==> src/rtl/mem_access_pkg.sv <==
// Shared definitions for the MEM-stage load/store unit: funct3 codes,
// FSM encoding and the byte/half merge and extend helpers.
package mem_access_pkg;

   localparam logic [2:0] F3_B  = 3'b000;
   localparam logic [2:0] F3_H  = 3'b001;
   localparam logic [2:0] F3_W  = 3'b010;
   localparam logic [2:0] F3_BU = 3'b100;
   localparam logic [2:0] F3_HU = 3'b101;

   typedef enum logic {
      ST_IDLE   = 1'b0,
      ST_RMW_WR = 1'b1
   } state_t;

   function automatic logic [31:0] extend_load(input logic [2:0] funct3,
                                               input logic [31:0] rdata);
      logic [31:0] r;
      r = rdata;
      case (funct3)
         F3_B:    r = {{24{rdata[7]}}, rdata[7:0]};
         F3_H:    r = {{16{rdata[15]}}, rdata[15:0]};
         F3_BU:   r = {24'h000000, rdata[7:0]};
         F3_HU:   r = {16'h0000, rdata[15:0]};
         default: r = rdata;
      endcase
      return r;
   endfunction

   // Sub-word stores keep the untouched upper bytes of the current memory word.
   function automatic logic [31:0] merge_store(input logic [2:0] funct3,
                                               input logic [31:0] rdata,
                                               input logic [31:0] wdata);
      logic [31:0] r;
      r = wdata;
      case (funct3)
         F3_B:    r = {rdata[31:8], wdata[7:0]};
         F3_H:    r = {rdata[31:16], wdata[15:0]};
         default: r = wdata;
      endcase
      return r;
   endfunction

endpackage

==> src/rtl/mem_align.sv <==
// Combinational data alignment: extended load word and merged store word.
module mem_align
   import mem_access_pkg::*;
(
   input  logic [2:0]  funct3,
   input  logic [31:0] mem_rdata,
   input  logic [31:0] req_wdata,
   output logic [31:0] load_data,
   output logic [31:0] merge_data
);

   assign load_data  = extend_load(funct3, mem_rdata);
   assign merge_data = merge_store(funct3, mem_rdata, req_wdata);

endmodule

==> src/rtl/mem_access_unit.sv <==
// MEM-stage load/store unit: funct3 decode, range check, SB/SH read-modify-write
// FSM and the registered MEM/WB load result.
module mem_access_unit
   import mem_access_pkg::*;
#(
   parameter int MEM_BYTES = 1025
)(
   input  logic        clk,
   input  logic        rst_n,
   input  logic        req_valid,
   input  logic        req_we,
   input  logic [2:0]  req_funct3,
   input  logic [31:0] req_addr,
   input  logic [31:0] req_wdata,
   output logic        stall_o,
   output logic        wb_valid_o,
   output logic [31:0] wb_data_o,
   output logic        fault_o,
   output logic        mem_ce,
   output logic        mem_we,
   output logic [31:0] mem_addr,
   output logic [31:0] mem_wdata,
   input  logic [31:0] mem_rdata
);

   state_t      state, state_next;
   logic [31:0] merge_q;
   logic [31:0] load_word, merge_word;
   logic [32:0] last_byte;
   logic        in_range, f3_legal, legal;
   logic        load_ok, capture, fault_now;

   mem_align u_align (
      .funct3     (req_funct3),
      .mem_rdata  (mem_rdata),
      .req_wdata  (req_wdata),
      .load_data  (load_word),
      .merge_data (merge_word)
   );

   // The 33-bit sum keeps addresses near 2^32 from wrapping back into range.
   assign last_byte = {1'b0, req_addr} + 33'd3;
   assign in_range  = (last_byte <= 33'(MEM_BYTES - 1));
   assign legal     = in_range && f3_legal;
   assign mem_addr  = req_addr;

   always_comb begin
      f3_legal = 1'b0;
      if (req_we) begin
         f3_legal = (req_funct3 == F3_B) || (req_funct3 == F3_H) ||
                    (req_funct3 == F3_W);
      end else begin
         f3_legal = (req_funct3 == F3_B)  || (req_funct3 == F3_H) ||
                    (req_funct3 == F3_W)  || (req_funct3 == F3_BU) ||
                    (req_funct3 == F3_HU);
      end
   end

   // Memory strobes are gated by rst_n so a reset mid-RMW cancels the write at once.
   always_comb begin
      state_next = state;
      stall_o    = 1'b0;
      mem_ce     = 1'b0;
      mem_we     = 1'b0;
      mem_wdata  = req_wdata;
      load_ok    = 1'b0;
      capture    = 1'b0;
      fault_now  = 1'b0;
      case (state)
         ST_IDLE: begin
            if (req_valid && rst_n) begin
               if (!legal) begin
                  fault_now = 1'b1;
               end else if (!req_we) begin
                  mem_ce  = 1'b1;
                  load_ok = 1'b1;
               end else if (req_funct3 == F3_W) begin
                  mem_ce = 1'b1;
                  mem_we = 1'b1;
               end else begin
                  mem_ce     = 1'b1;
                  stall_o    = 1'b1;
                  capture    = 1'b1;
                  state_next = ST_RMW_WR;
               end
            end
         end
         ST_RMW_WR: begin
            mem_ce     = rst_n;
            mem_we     = rst_n;
            mem_wdata  = merge_q;
            state_next = ST_IDLE;
         end
         default: state_next = ST_IDLE;
      endcase
   end

   always_ff @(posedge clk or negedge rst_n) begin
      if (!rst_n) begin
         state      <= ST_IDLE;
         merge_q    <= 32'h0;
         wb_valid_o <= 1'b0;
         wb_data_o  <= 32'h0;
         fault_o    <= 1'b0;
      end else begin
         state      <= state_next;
         wb_valid_o <= load_ok;
         fault_o    <= fault_now;
         if (capture) begin
            merge_q <= merge_word;
         end
         if (load_ok) begin
            wb_data_o <= load_word;
         end
      end
   end

endmodule

==> config.mk <==
export PLATFORM = sky130hd
export DESIGN_NAME = mem_access_unit
export DESIGN_NICKNAME = d
export VERILOG_FILES = /design/src/rtl/mem_access_pkg.sv /design/src/rtl/mem_align.sv /design/src/rtl/mem_access_unit.sv
export SDC_FILE = /design/constraint.sdc
export NUM_CORES = 1
export LEC_CHECK = 0
export CORE_MARGIN = 3
export CORE_UTILIZATION = 38
export CTS_BUF_LIST = sky130_fd_sc_hd__clkbuf_8
export DETAILED_ROUTE_END_ITERATION = 7
export PLACE_DENSITY = 0.82
export SLEW_MARGIN = 30
export SYNTH_ARGS = -nofsm -noshare
export SYNTH_HDL_FRONTEND = slang
export SYNTH_SLANG_ARGS = --single-unit
==> constraint.sdc <==
create_clock -name clk -period 2.8 [get_ports clk]
set_input_delay 0.42 -clock clk [delete_from_list [all_inputs] [get_ports clk]]
set_output_delay 0.42 -clock clk [all_outputs]
set_load 0.02 [all_outputs]
After elaboration in Yosys (flattened, before gate mapping)

Cells that the tools add are included.

Register bits: 67

Add/subtract/negate cells: 1
Order comparisons: 1
Equality and inequality tests: 4
Multiplexer cells: 25
Bitwise operators: 1
Reduce and logical (&&, ||, !) cells: 7

Operators by type and width:

| operator                                                         | count |
|---|---|
| case mux 32 bit (4 select lines)                                 | 1 |
| case mux 32 bit (2 select lines)                                 | 1 |
| adder 32 x 2 -> 33 bit, second input constant                    | 1 |
| less-or-equal comparator 33 x 11 -> 1 bit, second input constant | 1 |
| two-way mux 32 bit                                               | 1 |
| two-way mux 1 bit                                                | 19 |
| == test 3 bit, second input constant                             | 2 |
| case mux 1 bit (2 select lines)                                  | 3 |
| logical OR 1 bit                                                 | 4 |
| == test 3 x 1 -> 1 bit, second input constant                    | 1 |
| == test 3 x 2 -> 1 bit, second input constant                    | 1 |
| zero test 3 bit                                                  | 1 |
| logical AND 1 bit                                                | 2 |
| inverter 1 bit                                                   | 1 |

Longest topological paths before layout

Gate-level depths: netlist (run 1).

Word-level depth: 10
Depth in mapped cells: 8

By module

Synthesis (run 1) repeated with hierarchy kept, for this count alone.

Cells, all modules: 421
Area, all modules: 4640.7 µm²

Modules (own cells, without submodules):

| module          | times used | cells each | area each (µm²) | seq. area each (µm²) |
|---|---|---|---|---|
| mem_access_unit | 1          | 328        | 3870.0          | 1676.6 |
| mem_align       | 1          | 93         | 770.7           | 0.0 |

Least setup slack after synthesis (run 1)

OpenSTA, ideal clock, no wires.

Path type: input-to-output
From: in req_addr[5]
To: out mem_we
Arrival time: 2.611 ns
Data required time: 2.380 ns
Slack: -0.231 ns
Stages on the path: 7
Path buffers: 0
Cell sequence: nand4_2 > or3_4 > o31a_1 > o31ai_2 > nand3_1 > or3_2 > o21ai_0

Word-level cells in the longest chain between the ends: 6

RTL lines:

| what                                      | RTL line              | RTL |
|---|---|---|
| start, declared                           | mem_access_unit.sv:13 | `input logic [31:0] req_addr,` |
| adder 32 x 2 -> 33 bit                    | mem_access_unit.sv:42 | `assign last_byte = {1'b0, req_addr} + 33'd3;` |
| less-or-equal comparator 33 x 11 -> 1 bit | mem_access_unit.sv:43 | `assign in_range = (last_byte <= 33'(MEM_BYTES - 1));` |
| logical AND 1 bit                         | mem_access_unit.sv:44 | `assign legal = in_range && f3_legal;` |
| two-way mux 1 bit                         | mem_access_unit.sv:72 | `if (!legal) begin` |
| two-way mux 1 bit                         | mem_access_unit.sv:71 | `if (req_valid && rst_n) begin` |
| case mux 1 bit (2 select lines)           | mem_access_unit.sv:69 | `case (state)` |
| end, declared                             | mem_access_unit.sv:20 | `output logic mem_we,` |

No other way between the ends.

Final worst setup path (run 1)

From: in req_addr[0]
To: out mem_ce

Word-level cells in the longest chain between the ends: 6

RTL lines:

| what                                      | RTL line              | RTL |
|---|---|---|
| adder 32 x 2 -> 33 bit                    | mem_access_unit.sv:42 |  |
| less-or-equal comparator 33 x 11 -> 1 bit | mem_access_unit.sv:43 |  |
| logical AND 1 bit                         | mem_access_unit.sv:44 |  |
| two-way mux 1 bit                         | mem_access_unit.sv:72 |  |
| two-way mux 1 bit                         | mem_access_unit.sv:71 |  |
| case mux 1 bit (2 select lines)           | mem_access_unit.sv:69 |  |
| end, declared                             | mem_access_unit.sv:19 | `output logic mem_ce,` |

No other way between the ends.

==> results of run 1 <==
final cells by class:
class	instances	area [um2]
fill	844	3990
timing repair buffer	277	2580
multi-input combinational	238	2260
sequential	67	1680
tap	140	175
clock buffer	11	151
inverter	24	90.1
clock inverter	3	15.0
worst max-delay path: stages:
cell and delay (ns):
sky130_fd_sc_hd__buf_6 0.07, sky130_fd_sc_hd__o211ai_1 0.12, sky130_fd_sc_hd__buf_4 0.17, sky130_fd_sc_hd__nor3_4 0.32, sky130_fd_sc_hd__a21oi_1 0.11, sky130_fd_sc_hd__o32ai_1 0.30
sky130_fd_sc_hd__o221ai_2 0.16, sky130_fd_sc_hd__or3_4 0.41, sky130_fd_sc_hd__o21ai_2 0.14, sky130_fd_sc_hd__buf_6 0.13
cell usage after synthesis, types with 2 or more instances:
cell type                  number
sky130_fd_sc_hd__a21oi_1       26
sky130_fd_sc_hd__a31oi_1        2
sky130_fd_sc_hd__and2_1         2
sky130_fd_sc_hd__and3_1         3
sky130_fd_sc_hd__buf_4         35
sky130_fd_sc_hd__buf_8          3
sky130_fd_sc_hd__clkbuf_1      10
sky130_fd_sc_hd__dfrtp_1       67
sky130_fd_sc_hd__inv_1         24
sky130_fd_sc_hd__mux2_1         9
sky130_fd_sc_hd__mux2_2        58
sky130_fd_sc_hd__mux2_4        30
sky130_fd_sc_hd__mux2i_1       25
sky130_fd_sc_hd__nand2_1       12
sky130_fd_sc_hd__nand2_2        2
sky130_fd_sc_hd__nand2b_1       5
sky130_fd_sc_hd__nand3_1       10
sky130_fd_sc_hd__nand4_1        4
sky130_fd_sc_hd__nor2_1         9
sky130_fd_sc_hd__nor3_1         5
sky130_fd_sc_hd__nor3_2         2
sky130_fd_sc_hd__nor3b_1        2
sky130_fd_sc_hd__nor4_1         3
sky130_fd_sc_hd__nor4_4         2
sky130_fd_sc_hd__o21ai_0        3
sky130_fd_sc_hd__or2_2          3
sequential cells by signal, indices dropped and copies added, names as in the netlist:
| name | flops |
|---|---|
| wb_valid_o | 1 |
| fault_o | 1 |
| state | 1 |
| merge_q | 32 |
| wb_data_o | 32 |
metal layers:
| metal | vias up | wire length [um] | global-route usage | part of all wire |
|---|---|---|---|---|
| met3 | 24 | 926 | 0.0544 | 0.070 |
| met1 | 1856 | 5230 | 0.243 | 0.40 |
| li1 | 1796 | - | - | - |
| met4 | 0 | 272 | 0.0649 | 0.021 |
| met5 | - | 0 | 0 | 0 |
| met2 | 178 | 6740 | 0.367 | 0.51 |
worst max path at each step:
stage             end  depth (start not counted)
6_report       mem_ce                         10
3_5_place_dp   mem_we                          9
3_3_place_gp   mem_we                          9
4_1_cts        mem_ce                          9
5_1_grt        mem_ce                         10
2_1_floorplan  mem_we                          7
per-stage QoR:
stage	setup WS, ns	hold WS, ns	cells	TNS [ns]	power (mW)
after global routing	-0.0438	0.369	760	-0.113	2.32
after global placement	-1.01	0.468	738	-31.09	1.52
after CTS	-0.0591	0.328	757	-0.0894	2.25
final	0.0298	0.288	760	0	2.23
after floorplan	-0.0127	0.124	377	-0.0127	1.20
after detailed placement	-1.05	0.475	738	-34.32	1.53
what timing repair did:
item | 4_1_cts | 5_1_grt
pin swaps | 17 | 13
buffers inserted | 5 | 3
hold endpoints to repair | 0 | 0
endpoints found under the setup margin | 64 | 35
gates resized for setup | 93 | 17
logic make-up after synthesis:
kind of cell           synth area share
multiplexers                      0.340
XOR/XNOR                        0.00409
AND/OR/NAND/NOR                   0.102
AO/OA/AOI/OAI                    0.0605
buffers and inverters             0.102
flip-flops                        0.392
power by group through the flow:
stage	sequential, mW	clock [mW]	combinational (mW)
floorplan	0.988	0	0.211
global placement	0.987	0	0.531
detailed placement	0.987	0	0.541
CTS	0.968	0.743	0.543
global route	0.968	0.776	0.579
finish	0.968	0.715	0.543
==> impl_metrics.toml, run 1 <==
[flow_run]
max_cap_violations = 0

[critical_path]
reg2reg_from = "state"
criticalPathCategory = "input port to output pin"
startpoint_type = "input port"
reg2reg_depth = 7
regToRegSetupSlack_ns = 0.59
arrival_ns = 2.35
startpoint = "req_addr[0]"
cp_max_fo = 7
timing.critical_path.required_ns = 2.38
cp-end-kind = "output pin"
critical_path.reg2reg.endpoint = "merge_q[0]"

[sta]
fin_crit_sh = 0.989
clock_skew_ns = 0.00603
final-max-slew-violation-count = 0
setup_viol = 0
maxClockFrequency_mhz = 361
worst_slew_pin_slew_ns = 0.855
finalCriticalPeriod_ns = 2.77
grt_setup_unrepaired = "yes"
slew_headroom = 0.430
finalHoldViolCount = 0

[layout]
final_cell_mix = "sky130_fd_sc_hd__clkdlybuf4s50_1, sky130_fd_sc_hd__buf_4, sky130_fd_sc_hd__dfrtp_1"
layout.cell_area.non_filler_um2 = 6950
area_overhead_vs_synth_pct = 62.4
insertedDiodeCount = 0
fin_util = 0.636
fin_nets = 720
share_of_final_layout_standard_cells_stronger_than_drive_strength_1 = 0.363
most_frequent_standard_cell_in_the_layout_excluding_fill_and_tap_cells = "sky130_fd_sc_hd__clkdlybuf4s50_1"

[logic_synthesis]
synthesis.area_per_instance_um2 = 11.4
yosys_warnings = 0
postSynthNetCount = 480
post_synth_inst_count = 377
ys.flop_type = "sky130_fd_sc_hd__dfrtp_1"
synth.ff_latch_count = 67
synthTopCellsByArea = "sky130_fd_sc_hd__dfrtp_1, sky130_fd_sc_hd__mux2_2, sky130_fd_sc_hd__mux2_4"
synth_async_sr_flop_share = 1.00
yosysUniqueCellTypes = 47
synth_edf_count = 0
synthesis.area_um2 = 4280
synth.top_cell.area_share = 0.392
synth.largest_area_cell = "sky130_fd_sc_hd__dfrtp_1"
seq_area_frac_synth = 0.392

[power_and_ir_drop]
switch_share = 0.267
power.share.combinational = 0.244
internal_power_mw = 1.63
power_density_nw_per_um2 = 320
leakagePower_nw = 3.09
ir_worst_vdd_v = 0.000228
sequentialPowerShare = 0.435
power_spent_charging_and_discharging_nets_mw = 0.595
share_clk_of_total_power = 0.321

[clock_network]
max-clock-path-buffers = 2
ctsHtreeMaxLevel = 3
cts-buffers-inserted = 9
worst_setup_hold_path_clk_slew_ns = 0.07
tritoncts_num_sinks = 67
tritoncts = "yes"
insertion_delay_ns = 0.34
clk_tree_root_cell = "sky130_fd_sc_hd__clkbuf_8"
hold_buffers = 0

[global_route]
grt_first_pass_wirelength_um = 20900
first_global_vias = 4166
grt_overflow = 0
grt_antenna_before_repair = 0
grt_usage = 0.206
grt_max_degree = 68

[drt]
drt_pass1_iterations = 5
final_antenna_net_count = 0
wl_per_cell_um = 17.3
vias = 3854
avgViaCountPerCell = 5.07
drt_first_iter_violations = 123
drc = 0
routed_wl_um = 13200

[hold_path]
min-delay-path-class = "input port to asynchronous set/reset pin"

[floorplan]
die_height_um = 112
design.die.area_um2 = 12600
die_width_um = 112
row_count = 38
fp.coreArea_um2 = 10900
ioPinCount = 204
floorplan.initialDensity = 0.391

[outcome]
run_status = "complete, no violations"

[place]
gp_congestion = 0.860
detailed_placer_s_ending_hpwl_um = 10100
port-buffer-count = 203
placedInstanceArea_um2 = 6700
No activity file was read; power rests on OpenSTA's default activity.
==> inputs of run 2 (changes only) <==
- CTS_BUF_LIST: sky130_fd_sc_hd__clkbuf_8 -> sky130_fd_sc_hd__clkbuf_16
==> impl_metrics.toml, run 2 (synthesis results as in run 1) <==
[outcome]
run_status = "complete, no violations"

[clock_network]
tritoncts = "yes"
insertion_delay_ns = 0.33
worst_setup_hold_path_clk_slew_ns = 0.05
hold_buffers = 0
ctsHtreeMaxLevel = 3
max-clock-path-buffers = 2
clk_tree_root_cell = "sky130_fd_sc_hd__clkbuf_16"
cts-buffers-inserted = 9
tritoncts_num_sinks = 67

[drt]
final_antenna_net_count = 0
drc = 0
wl_per_cell_um = 17.7
avgViaCountPerCell = 5.02
drt_pass1_iterations = 4
drt_first_iter_violations = 119
routed_wl_um = 13500
vias = 3828

[power_and_ir_drop]
power_density_nw_per_um2 = 353
power.share.combinational = 0.219
power_spent_charging_and_discharging_nets_mw = 0.636
switch_share = 0.255
share_clk_of_total_power = 0.392
leakagePower_nw = 3.14
internal_power_mw = 1.85
ir_worst_vdd_v = 0.000295
finalPower_mw = 2.49
sequentialPowerShare = 0.389

[sta]
slew_headroom = 0.425
final-max-slew-violation-count = 0
maxClockFrequency_mhz = 362
clock_skew_ns = 0.00301
fin_crit_sh = 0.987
final.hold.worst_slack_ns = 0.304
tns_ns = 0
finalWorstSetupSlack_ns = 0.0370
finalCriticalPeriod_ns = 2.76
finalHoldViolCount = 0
worst_slew_pin_slew_ns = 0.863
grt_setup_unrepaired = "yes"
setup_viol = 0

[floorplan]
floorplan.initialDensity = 0.391
design.die.area_um2 = 12600
die_height_um = 112
row_count = 38
ioPinCount = 204
die_width_um = 112
fp.coreArea_um2 = 10900

[critical_path]
criticalPathCategory = "input port to output pin"
cp_max_fo = 7
arrival_ns = 2.34
cp-end-kind = "output pin"
crit_path_frequent_cell = "sky130_fd_sc_hd__buf_6"
path_cells = "buf_6, o211ai_1, buf_4, nor3_4, a21oi_1, o32ai_1, o221ai_2, or3_4, o21ai_2, buf_6"
startpoint_type = "input port"
slowest_delay_ns = 0.41
critical-path-slowest-cell = "sky130_fd_sc_hd__or3_4"
timing.critical_path.required_ns = 2.38

[global_route]
grt_antenna_before_repair = 0
met2_usage = 0.371
busiest_layer = "met2"
first_global_vias = 4156
grt_first_pass_wirelength_um = 21200
gr-usage-met3 = 0.0571
grt_util_met1 = 0.245
grt_max_degree = 68
grt_overflow = 0
grt_usage = 0.210

[hold_path]
min-delay-path-class = "input port to asynchronous set/reset pin"

[place]
detailed_placer_s_ending_hpwl_um = 10100
gp_congestion = 0.860
pre_cts_ws_ns = -1.05
port-buffer-count = 203

[layout]
area_overhead_vs_synth_pct = 65.1
final_cell_mix = "sky130_fd_sc_hd__clkdlybuf4s50_1, sky130_fd_sc_hd__buf_4, sky130_fd_sc_hd__dfrtp_1"
insertedDiodeCount = 0
fin_nets = 722
fin_util = 0.646
share_of_final_layout_standard_cells_stronger_than_drive_strength_1 = 0.362
most_frequent_standard_cell_in_the_layout_excluding_fill_and_tap_cells = "sky130_fd_sc_hd__clkdlybuf4s50_1"
reg_top3 = "merge_q x32, wb_data_o x32"

[flow_run]
max_cap_violations = 0
[run 2: cell count changes in the layout (fill, tap and decap cells not counted)]
cell,delta
sky130_fd_sc_hd__clkinv_1,+2
sky130_fd_sc_hd__buf_4,+1
sky130_fd_sc_hd__clkbuf_8,-11
sky130_fd_sc_hd__clkbuf_16,+10
[run 2: repair_timing]
action                     in CTS  in global routing
setup endpoints to repair      64                 35
gates cloned                    0                  1
setup buffers                   5                  4
pin swaps                      17                 14
resized for setup              93                 17
[run 2: path summary, 6_finish.rpt]
kind / startpoint / to / slack, ns / depth (start not counted)
max reg2reg: state / merge_q[7] / 0.55 / 8
min: rst_n / state / 0.30 / 2
min in group clk: wb_data_o[4] / wb_data_o[4] / 0.48 / 1
max: req_addr[0] / mem_ce / 0.04 / 10
min reg2reg: wb_data_o[4] / wb_data_o[4] / 0.48 / 1
max in group asynchronous: rst_n / wb_data_o[6] / 1.92 / 2
[run 2: routing by layer]
layer | up-vias | wire, um
met5 | - | 0
met4 | 0 | 314
met3 | 23 | 920
met2 | 159 | 6850
met1 | 1851 | 5400
li1 | 1795 | -
[run 2: cell type report]
class,instances,area [um2]
clock buffers,9,225
clock inverters,5,22.5
fillers,826,3870
inverters,24,90.1
multi-input cells,238,2260
flip-flops and latches,67,1680
well taps,140,175
repair buffers,279,2610
[run 2: stage by stage]
stage	area, um2	std cells
final	7060	762
after global routing	7060	762
after CTS	7010	757
after detailed placement	6700	738
after global placement	6700	738
after floorplan	4290	377
[run 2: power by group through the flow]
stage | logic (mW) | clock network [mW] | registers, mW
2_1_floorplan | 0.211 | 0 | 0.988
5_1_grt | 0.579 | 1.04 | 0.969
3_3_place_gp | 0.531 | 0 | 0.987
6_report | 0.545 | 0.976 | 0.970
3_5_place_dp | 0.541 | 0 | 0.987
4_1_cts | 0.543 | 1.01 | 0.970
[run 2: critical path: cells and delay by family]
kind            cells  cell delay [ns]
simple gates        2             0.73
compound gates      5             0.83
buf+inv             3             0.37
==> inputs of run 3 (changes only) <==
- CELL_PAD_IN_SITES_DETAIL_PLACEMENT: unset -> 1
- CELL_PAD_IN_SITES_GLOBAL_PLACEMENT: unset -> 1
- CORE_UTILIZATION: 38 -> 31
- GPL_ROUTABILITY_DRIVEN: unset -> 0
- PLACE_DENSITY: 0.82 -> 0.88
==> impl_metrics.toml, run 3 (synthesis results as in run 1) <==
[floorplan]
row_count = 42
design.die.area_um2 = 15200
die_width_um = 123
ioPinCount = 204
floorplan.initialDensity = 0.321
fp.coreArea_um2 = 13300
die_height_um = 123

[critical_path]
cp_max_fo = 7
critical-path-slowest-cell = "sky130_fd_sc_hd__a221oi_4"
crit_path_frequent_cell = "sky130_fd_sc_hd__buf_6"
slowest_delay_ns = 0.41
startpoint_type = "input port"
path_cells = "buf_6, o211ai_1, buf_4, nor3_4, nand4_1, a221oi_4, nand2_2, or3_4, o21ai_2, buf_6"
arrival_ns = 2.43
critPathBufInv = 3
criticalPathCategory = "input port to output pin"
timing.critical_path.required_ns = 2.38
cp-end-kind = "output pin"
worst_path_dominant_cell_family = "simple AND/OR/NAND/NOR gates"
startpoint = "req_addr[1]"
reg2reg_from = "state"

[global_route]
first_global_vias = 4447
grt_antenna_before_repair = 0
grt_overflow = 0
grt_max_degree = 65
grt_first_pass_wirelength_um = 24100
grt_usage = 0.207

[clock_network]
cts-buffers-inserted = 9
worst_setup_hold_path_clk_slew_ns = 0.05
tritoncts = "yes"
insertion_delay_ns = 0.34
clk_tree_root_cell = "sky130_fd_sc_hd__clkbuf_16"
ctsHtreeMaxLevel = 3
max-clock-path-buffers = 2
tritoncts_num_sinks = 67

[sta]
worst_slew_pin_slew_ns = 0.831
maxClockFrequency_mhz = 351
setup_viol = 2
finalWorstSetupSlack_ns = -0.0509
finalHoldViolCount = 0
slew_headroom = 0.446
final-max-slew-violation-count = 0
tns_ns = -0.0733
grt_setup_unrepaired = "yes"
clock_skew_ns = 0.00611
finalCriticalPeriod_ns = 2.85
fin_crit_sh = 1.02

[place]
port-buffer-count = 203
detailed_placer_s_ending_hpwl_um = 11600
placed_cells_incl_taps = 770

[hold_path]
min-delay-path-class = "input port to asynchronous set/reset pin"

[layout]
final_cell_mix = "sky130_fd_sc_hd__clkdlybuf4s50_1, sky130_fd_sc_hd__buf_4, sky130_fd_sc_hd__dfrtp_1"
most_frequent_standard_cell_in_the_layout_excluding_fill_and_tap_cells = "sky130_fd_sc_hd__clkdlybuf4s50_1"
fillers = 1454
insertedDiodeCount = 0
share_of_final_layout_standard_cells_stronger_than_drive_strength_1 = 0.367
fin_nets = 724
finalNonFillerCells = 802
reg_top3 = "merge_q x32, wb_data_o x32"
area_overhead_vs_synth_pct = 69.6
sequential_cell_area_um2 = 1680
multi_input_combinational_cell_area_um2 = 2290

[drt]
drt_pass1_iterations = 4
final_antenna_net_count = 0
drt_first_iter_violations = 143
wl_per_cell_um = 20.1
routed_wl_um = 16100
avgViaCountPerCell = 4.94
vias = 3962
drc = 0

[power_and_ir_drop]
power.share.combinational = 0.192
ir_worst_vdd_v = 0.000465
switch_share = 0.235
leakagePower_nw = 3.22
sequentialPowerShare = 0.332
power_density_nw_per_um2 = 403
internal_power_mw = 2.24
power_spent_charging_and_discharging_nets_mw = 0.685
share_clk_of_total_power = 0.477

[outcome]
run_status = "finished with violations"
violated_checks = "setup timing"

[flow_run]
max_cap_violations = 0
[run 3: changes by cell type in the layout (fill, tap and decap cells not counted), sizes merged]
cell           before  now
dlygate4sd2        13   14
clkinv              5    2
clkbuf             15   14
clkdlybuf4s15       1    0
dlymetal6s2s        0    1
clkinvlp            0    1
dlygate4sd3         0    1
bufinv              0    4
buf                88   91
clkdlybuf4s50     171  169
[run 3: area by class of cell]
class                   instances  area share
inverters                      24      0.0124
well taps                     176      0.0303
flip-flops and latches         67       0.231
clock inverters                 7      0.0193
multi-input cells             238       0.315
clock buffers                   9      0.0310
repair buffers                281       0.361
[run 3: routing by layer]
layer,global-route usage,up-vias,part of all wire
li1,-,1808,-
met1,0.238,1971,0.39
met2,0.369,146,0.52
met3,0.0549,37,0.062
met4,0.0720,0,0.025
met5,0,-,0
[run 3: what timing repair did]
item | 4_1_cts | 5_1_grt
pin swaps | 19 | 13
cloned | 0 | 3
hold buffers | 1 | 0
hold endpoints to repair | 3 | 0
resized for setup | 105 | 17
endpoints found under the setup margin | 67 | 63
setup buffers | 8 | 4
[run 3: path summary, 6_finish.rpt]
| kind | slack, ns | endpoint | cells past startpoint |
|---|---|---|---|
| hold / removal | 0.44 | state | 2 |
| setup reg to reg | 0.53 | merge_q[25] | 8 |
| min in group clk | 0.50 | wb_data_o[2] | 1 |
| max in group asynchronous | 1.35 | wb_data_o[5] | 3 |
| setup / recovery | -0.05 | mem_we | 10 |
| hold reg to reg | 0.50 | wb_data_o[2] | 1 |
[run 3: power groups by stage]
stage	clock network, mW	registers (mW)	logic [mW]
4_1_cts	1.44	0.969	0.556
2_1_floorplan	0	0.988	0.211
6_report	1.39	0.969	0.560
3_3_place_gp	0	0.987	0.530
3_5_place_dp	0	0.987	0.549
5_1_grt	1.47	0.969	0.598
[run 3: worst register-to-register path: cells and delay by family, from the launching register on]
family | cells | cell delay, ns
and+or+nand+nor | 4 | 0.87
muxes | 1 | 0.33
buffers and inverters | 3 | 0.58
DFF | 1 | 0.38
[run 3: stage by stage]
stage	util	cell area [um2]	hold WS (ns)	total power, mW	setup slack [ns]
final	0.544	7260	0.439	2.92	-0.0509
after global routing	0.544	7260	0.437	3.04	-0.194
after CTS	0.536	7160	0.428	2.96	-0.00713
after detailed placement	0.501	6690	0.238	1.54	-1.09
after global placement	0.501	6690	0.235	1.52	-1.02
after floorplan	-	4290	0.124	1.20	-0.0127
